==> src/rtl/clkdiv_bank.sv <==
// Bank of N independent programmable clock dividers sharing one divisor write
// port and a common phase-realignment pulse. All outputs except wr_ready are registered.
module clkdiv_bank #(
    parameter int N       = 4,
    parameter int W       = 8,
    parameter int DEF_DIV = 2,
    localparam int SW     = (N > 1) ? $clog2(N) : 1
) (
    input  logic          clk,
    input  logic          reset_n,
    input  logic [N-1:0]  en_i,
    input  logic          sync_i,
    input  logic          wr_valid,
    output logic          wr_ready,
    input  logic [SW-1:0] wr_sel,
    input  logic [W-1:0]  wr_div,
    output logic          err_o,
    output logic [N-1:0]  clk_o,
    output logic [N-1:0]  stb_o
);

    typedef enum logic [1:0] {
        ST_IDLE = 2'b00,
        ST_RUN  = 2'b01,
        ST_STOP = 2'b10
    } state_t;

    logic [N-1:0] sel_hit_s;
    logic [N-1:0] pend_s;
    logic         sel_ok_s;
    logic         sel_pend_s;
    logic         wr_acc_s;
    logic         div_ok_s;
    logic         wr_apply_s;
    logic         err_nxt_s;
    logic         err_r;

    // One-hot decode of the write target; an out-of-range select hits nothing
    always_comb begin
        sel_hit_s = '0;
        for (int i = 0; i < N; i++) begin
            if (wr_sel == SW'(i)) begin
                sel_hit_s[i] = 1'b1;
            end else begin
                sel_hit_s[i] = 1'b0;
            end
        end
    end

    // Write handshake and error classification
    always_comb begin
        sel_ok_s   = |sel_hit_s;
        sel_pend_s = |(sel_hit_s & pend_s);
        if (!reset_n) begin
            wr_ready = 1'b1;
        end else begin
            wr_ready = !sel_pend_s;
        end
        wr_acc_s   = reset_n && wr_valid && wr_ready;
        div_ok_s   = (wr_div >= W'(2));
        wr_apply_s = wr_acc_s && sel_ok_s && div_ok_s;
        err_nxt_s  = wr_acc_s && !(sel_ok_s && div_ok_s);
    end

    // Error pulse register
    always_ff @(posedge clk) begin
        if (!reset_n) begin
            err_r <= 1'b0;
        end else begin
            err_r <= err_nxt_s;
        end
    end

    assign err_o = err_r;

    for (genvar g = 0; g < N; g++) begin : g_ch
        state_t       st_r;
        state_t       st_nxt_s;
        logic [W-1:0] m_r;
        logic [W-1:0] m_nxt_s;
        logic [W-1:0] p_r;
        logic [W-1:0] p_nxt_s;
        logic [W-1:0] pd_r;
        logic [W-1:0] pd_nxt_s;
        logic [W-1:0] high_s;
        logic         pf_r;
        logic         pf_nxt_s;
        logic         co_r;
        logic         co_nxt_s;
        logic         so_r;
        logic         so_nxt_s;
        logic         wrap_s;
        logic         hit_s;

        assign high_s = m_r - (m_r >> 1);
        assign wrap_s = (p_r == (m_r - W'(1)));
        assign hit_s  = wr_apply_s && sel_hit_s[g];

        // Channel next-state: the divisor only changes at a period boundary or sync
        always_comb begin
            st_nxt_s = st_r;
            m_nxt_s  = m_r;
            p_nxt_s  = p_r;
            pd_nxt_s = pd_r;
            pf_nxt_s = pf_r;
            co_nxt_s = 1'b0;
            so_nxt_s = 1'b0;
            case (st_r)
                ST_IDLE: begin
                    p_nxt_s = '0;
                    // A write that landed on the stopping edge is applied here
                    if (pf_r) begin
                        m_nxt_s  = pd_r;
                        pf_nxt_s = 1'b0;
                    end else begin
                        pf_nxt_s = 1'b0;
                    end
                    if (hit_s) begin
                        m_nxt_s = wr_div;
                    end else begin
                        pd_nxt_s = pd_r;
                    end
                    if (en_i[g]) begin
                        st_nxt_s = ST_RUN;
                        co_nxt_s = 1'b1;
                        so_nxt_s = 1'b1;
                        p_nxt_s  = W'(1);
                    end else begin
                        st_nxt_s = ST_IDLE;
                    end
                end
                ST_RUN, ST_STOP: begin
                    if (sync_i) begin
                        if (pf_r) begin
                            m_nxt_s  = pd_r;
                            pf_nxt_s = 1'b0;
                        end else begin
                            pf_nxt_s = 1'b0;
                        end
                        co_nxt_s = 1'b1;
                        so_nxt_s = 1'b1;
                        p_nxt_s  = W'(1);
                        st_nxt_s = en_i[g] ? ST_RUN : ST_STOP;
                    end else begin
                        co_nxt_s = (p_r < high_s);
                        so_nxt_s = (p_r == '0);
                        if (wrap_s) begin
                            p_nxt_s = '0;
                            if (pf_r) begin
                                m_nxt_s  = pd_r;
                                pf_nxt_s = 1'b0;
                            end else begin
                                pf_nxt_s = 1'b0;
                            end
                            if (en_i[g]) begin
                                st_nxt_s = ST_RUN;
                            end else begin
                                st_nxt_s = ST_IDLE;
                                co_nxt_s = 1'b0;
                                so_nxt_s = 1'b0;
                            end
                        end else begin
                            p_nxt_s  = p_r + W'(1);
                            st_nxt_s = en_i[g] ? ST_RUN : ST_STOP;
                        end
                    end
                    // A write on a boundary edge waits for the next boundary
                    if (hit_s) begin
                        pf_nxt_s = 1'b1;
                        pd_nxt_s = wr_div;
                    end else begin
                        pd_nxt_s = pd_r;
                    end
                end
                default: begin
                    st_nxt_s = ST_IDLE;
                    p_nxt_s  = '0;
                    pf_nxt_s = 1'b0;
                end
            endcase
        end

        // Channel state and output registers
        always_ff @(posedge clk) begin
            if (!reset_n) begin
                st_r <= ST_IDLE;
                m_r  <= W'(DEF_DIV);
                p_r  <= '0;
                pd_r <= W'(DEF_DIV);
                pf_r <= 1'b0;
                co_r <= 1'b0;
                so_r <= 1'b0;
            end else begin
                st_r <= st_nxt_s;
                m_r  <= m_nxt_s;
                p_r  <= p_nxt_s;
                pd_r <= pd_nxt_s;
                pf_r <= pf_nxt_s;
                co_r <= co_nxt_s;
                so_r <= so_nxt_s;
            end
        end

        assign pend_s[g] = pf_r;
        assign clk_o[g]  = co_r;
        assign stb_o[g]  = so_r;
    end

endmodule

==> config.mk <==
export PLATFORM = sky130hd
export DESIGN_NAME = clkdiv_bank
export DESIGN_NICKNAME = d
export VERILOG_FILES = /design/src/rtl/clkdiv_bank.sv
export SDC_FILE = /design/constraint.sdc
export NUM_CORES = 1
export LEC_CHECK = 0
export BUFFER_PORTS_ARGS = -buffer_cell sky130_fd_sc_hd__buf_2
export CORE_MARGIN = 2
export CORE_UTILIZATION = 57
export CTS_BUF_LIST = sky130_fd_sc_hd__clkbuf_8
export DETAILED_ROUTE_END_ITERATION = 10
export PLACE_DENSITY_LB_ADDON = 0.08
export REMOVE_ABC_BUFFERS = 1
export SETUP_SLACK_MARGIN = 0.2
export SYNTH_ARGS = -nofsm -noshare
export SYNTH_HDL_FRONTEND = slang
export SYNTH_SLANG_ARGS = --single-unit
==> constraint.sdc <==
create_clock -name clk -period 4.5 [get_ports clk]
set_input_delay 0.675 -clock clk [delete_from_list [all_inputs] [get_ports clk]]
set_output_delay 0.675 -clock clk [all_outputs]
set_load 0.005 [all_outputs]
==> flow_metrics.py <==
metrics = {
    "outcome": {
        "outcome": "finished, final reports clean",
    },
    "timing": {
        "hold_viol": 0,
        "slew_viol_final": 0,
        "fmax_mhz": 349,
        "finalCritPeriodShare": 0.636,
        "tns_ns": 0,
        "hold_ws_ns": 0.418,
        "relSlewSlack": 0.484,
        "skew_ns": 0.0123,
        "setup-violations-final": 0,
        "rsz0062_at_grt": "no",
        "worst_pin_slew_ns": 0.767,
        "fin_crit_ns": 2.86,
    },
    "critical_path": {
        "cp.arrival_ns": 3.23,
        "cp-end-kind": "register",
        "crit_slowest_cell": "a2111oi_0",
        "crit_fanout": 6,
        "cp-start-kind": "register",
        "critPathMostFrequentCell": "o21ai_0",
        "crit-reg2reg-launch": "g_ch[1].m_r[2]",
        "startpoint": "g_ch[1].m_r[2]",
        "crit_chain": "inv_1 > ha_1 > o21ba_2 > o21ai_0 > a21oi_1 > nor2_1 > nor2_1 > xnor2_1 > ha_1 > a2111oi_0 > o21ai_0 > o21ai_0",
        "r2r_slack_ns": 1.64,
        "path_buf_inv": 1,
        "critPathRequiredTime_ns": 4.87,
        "worst-setup-path-type": "register to register",
        "critPathTopFamily": "compound AO/OA/AOI/OAI gates",
        "critPathMaxStageDelay_ns": 0.45,
    },
    "yosys": {
        "synth_cells": 986,
        "yosysMostFrequentCell": "dfxtp_1",
        "yosys-top-cells-count": "117 x dfxtp_1, 112 x ha_1, 101 x nand2_1",
        "synth_top_area_frac": 0.269,
        "ys_warn_count": 0,
        "synth_top_cells_by_area": "dfxtp_1 27%, ha_1 16%, xnor2_1 7.5%",
        "synth_top_area_cell": "dfxtp_1",
        "async_flop_share": 0,
        "synth_seq_cells": 117,
        "synth-main-ff-cell": "dfxtp_1",
        "synth_cell_types": 61,
        "synth.avg_cell_area_um2": 8.84,
        "synth_area_um2": 8710,
        "synth-edff-count": 0,
        "seq_area_frac_synth": 0.269,
    },
    "global_route": {
        "grt_pass1_vias": 6216,
        "overflow": 0,
        "grt_antenna_before_repair": 0,
        "track_usage": 0.230,
        "grt_max_degree": 107,
        "grt_pass1_wl_mm": 30.2,
    },
    "floorplanning": {
        "die_h_um": 128,
        "die-area_um2": 16300,
        "core_um2": 15100,
        "rows": 45,
        "die_x_um": 128,
        "start_util": 0.577,
        "ios": 28,
    },
    "finish": {
        "drive_gt1_frac": 0.0857,
        "area_growth_pct": 6.33,
        "utilization": 0.614,
        "num-nets-final": 1113,
        "fin_cells": 1180,
        "n_antenna_cell": 0,
    },
    "cts": {
        "cts_buffers": 17,
        "post_cts_buffers": 0,
        "cts_tree": "built",
        "cts_buffer_depth": 2,
        "htreeDepth": 4,
        "cts_hold_buf": 0,
        "cts_resized": 0,
        "clk-insertion-delay-late_ns": 0.45,
        "cts.sinks": 117,
        "root_buffer": "clkbuf_8",
        "clk_pin_slew_worst_paths_ns": 0.07,
    },
    "placement": {
        "dp_hpwl_mm": 13.0,
        "io_buffers": 27,
        "placedCellCount": 1148,
        "gp_congestion": 0.790,
    },
    "drt": {
        "drt-total-wl_mm": 17.8,
        "wl_per_cell_um": 15.1,
        "dr.pass1.iters": 5,
        "via_per_inst": 5.50,
        "drt_iter0_markers": 286,
        "drc": 0,
        "drtAntennaViolNets": 0,
        "vias": 6493,
    },
    "worst_hold_path": {
        "hold_start": "en_i[3]",
        "min_path_type": "input pin to register",
    },
    "pwr": {
        "power_density_nw_per_um2": 311,
        "p_leak_nw": 3.73,
        "peakVddDrop_v": 0.000220,
    },
    "flow_run": {
        "drv_cap": 0,
    },
}
metal layers:
layer,vias to the layer above,GRT usage,wire (um)
met1,3005,0.303,8840
met2,58,0.382,8280
li1,3415,-,-
met5,-,0,0
met3,15,0.0503,420
met4,0,0.0601,218
metrics by stage:
step	worst slack [ns]	area, um2	total power, mW
global placement	1.58	8840	1.83
detailed placement	1.52	8840	1.84
CTS	1.63	9270	2.91
finish	1.64	9270	2.88
floorplan	1.95	8450	1.66
global route	1.40	9270	3.05
layout by cell type (no fill, tap or decap), types with 7 or more instances in the layout:
| master | Yosys | layout |
|---|---|---|
| nor2_1 | 26 | 26 |
| nand2_1 | 101 | 101 |
| clkbuf_8 | 0 | 19 |
| a21boi_0 | 7 | 7 |
| nor2b_1 | 37 | 37 |
| xor2_1 | 27 | 27 |
| o211ai_1 | 57 | 57 |
| buf_2 | 9 | 27 |
| and3_1 | 11 | 11 |
| nor4b_1 | 7 | 7 |
| nor3_1 | 15 | 15 |
| xnor2_1 | 75 | 75 |
| o21ai_0 | 26 | 26 |
| o21bai_1 | 7 | 7 |
| mux2i_1 | 65 | 65 |
| inv_1 | 78 | 82 |
| nor4_1 | 17 | 17 |
| a21oi_1 | 17 | 17 |
| nand3_1 | 27 | 27 |
| ha_1 | 112 | 112 |
| dfxtp_1 | 117 | 117 |
area by class of cell:
class	instances	area, um2
flip-flops and latches	117	2340
fillers	1351	5820
repair buffers	28	155
well taps	188	235
clock buffers	19	262
clock inverters	13	165
multi-input cells	736	5810
inverters	79	297
sequential cells by signal (all words and copies together), names as in the netlist:
| name | count |
|---|---|
| g_ch.st_r | 8 |
| err_o | 1 |
| g_ch.p_r | 32 |
| g_ch.m_r | 32 |
| g_ch.pd_r | 32 |
| g_ch.so_r | 4 |
| g_ch.co_r | 4 |
| g_ch.pf_r | 4 |
power by group:
| part | switching (mW) | leakage (nW) | total, mW | internal (mW) |
|---|---|---|---|---|
| clock | 0.442 | 0.226 | 1.06 | 0.621 |
| sequential | 0.0354 | 0.949 | 1.11 | 1.07 |
| combinational | 0.390 | 2.56 | 0.711 | 0.321 |
kinds of logic (layout without fill, tap and decap cells):
group	Yosys count	after routing	share of synthesized area
fa+ha+maj	116	116	0.170
flops	117	117	0.269
buf+inv	133	139	0.0645
xor+xnor	102	102	0.103
simple gates	270	270	0.157
mux	71	71	0.0837
compound gates	177	177	0.154
path summary, 6_finish.rpt:
kind | end | cells past startpoint
setup / recovery | g_ch[1].co_r | 12
hold / removal | g_ch[3].st_r[1] | 2
setup reg to reg | g_ch[1].co_r | 12
hold reg to reg | g_ch[3].pd_r[1] | 2
Power figures use the tool's default switching activity.
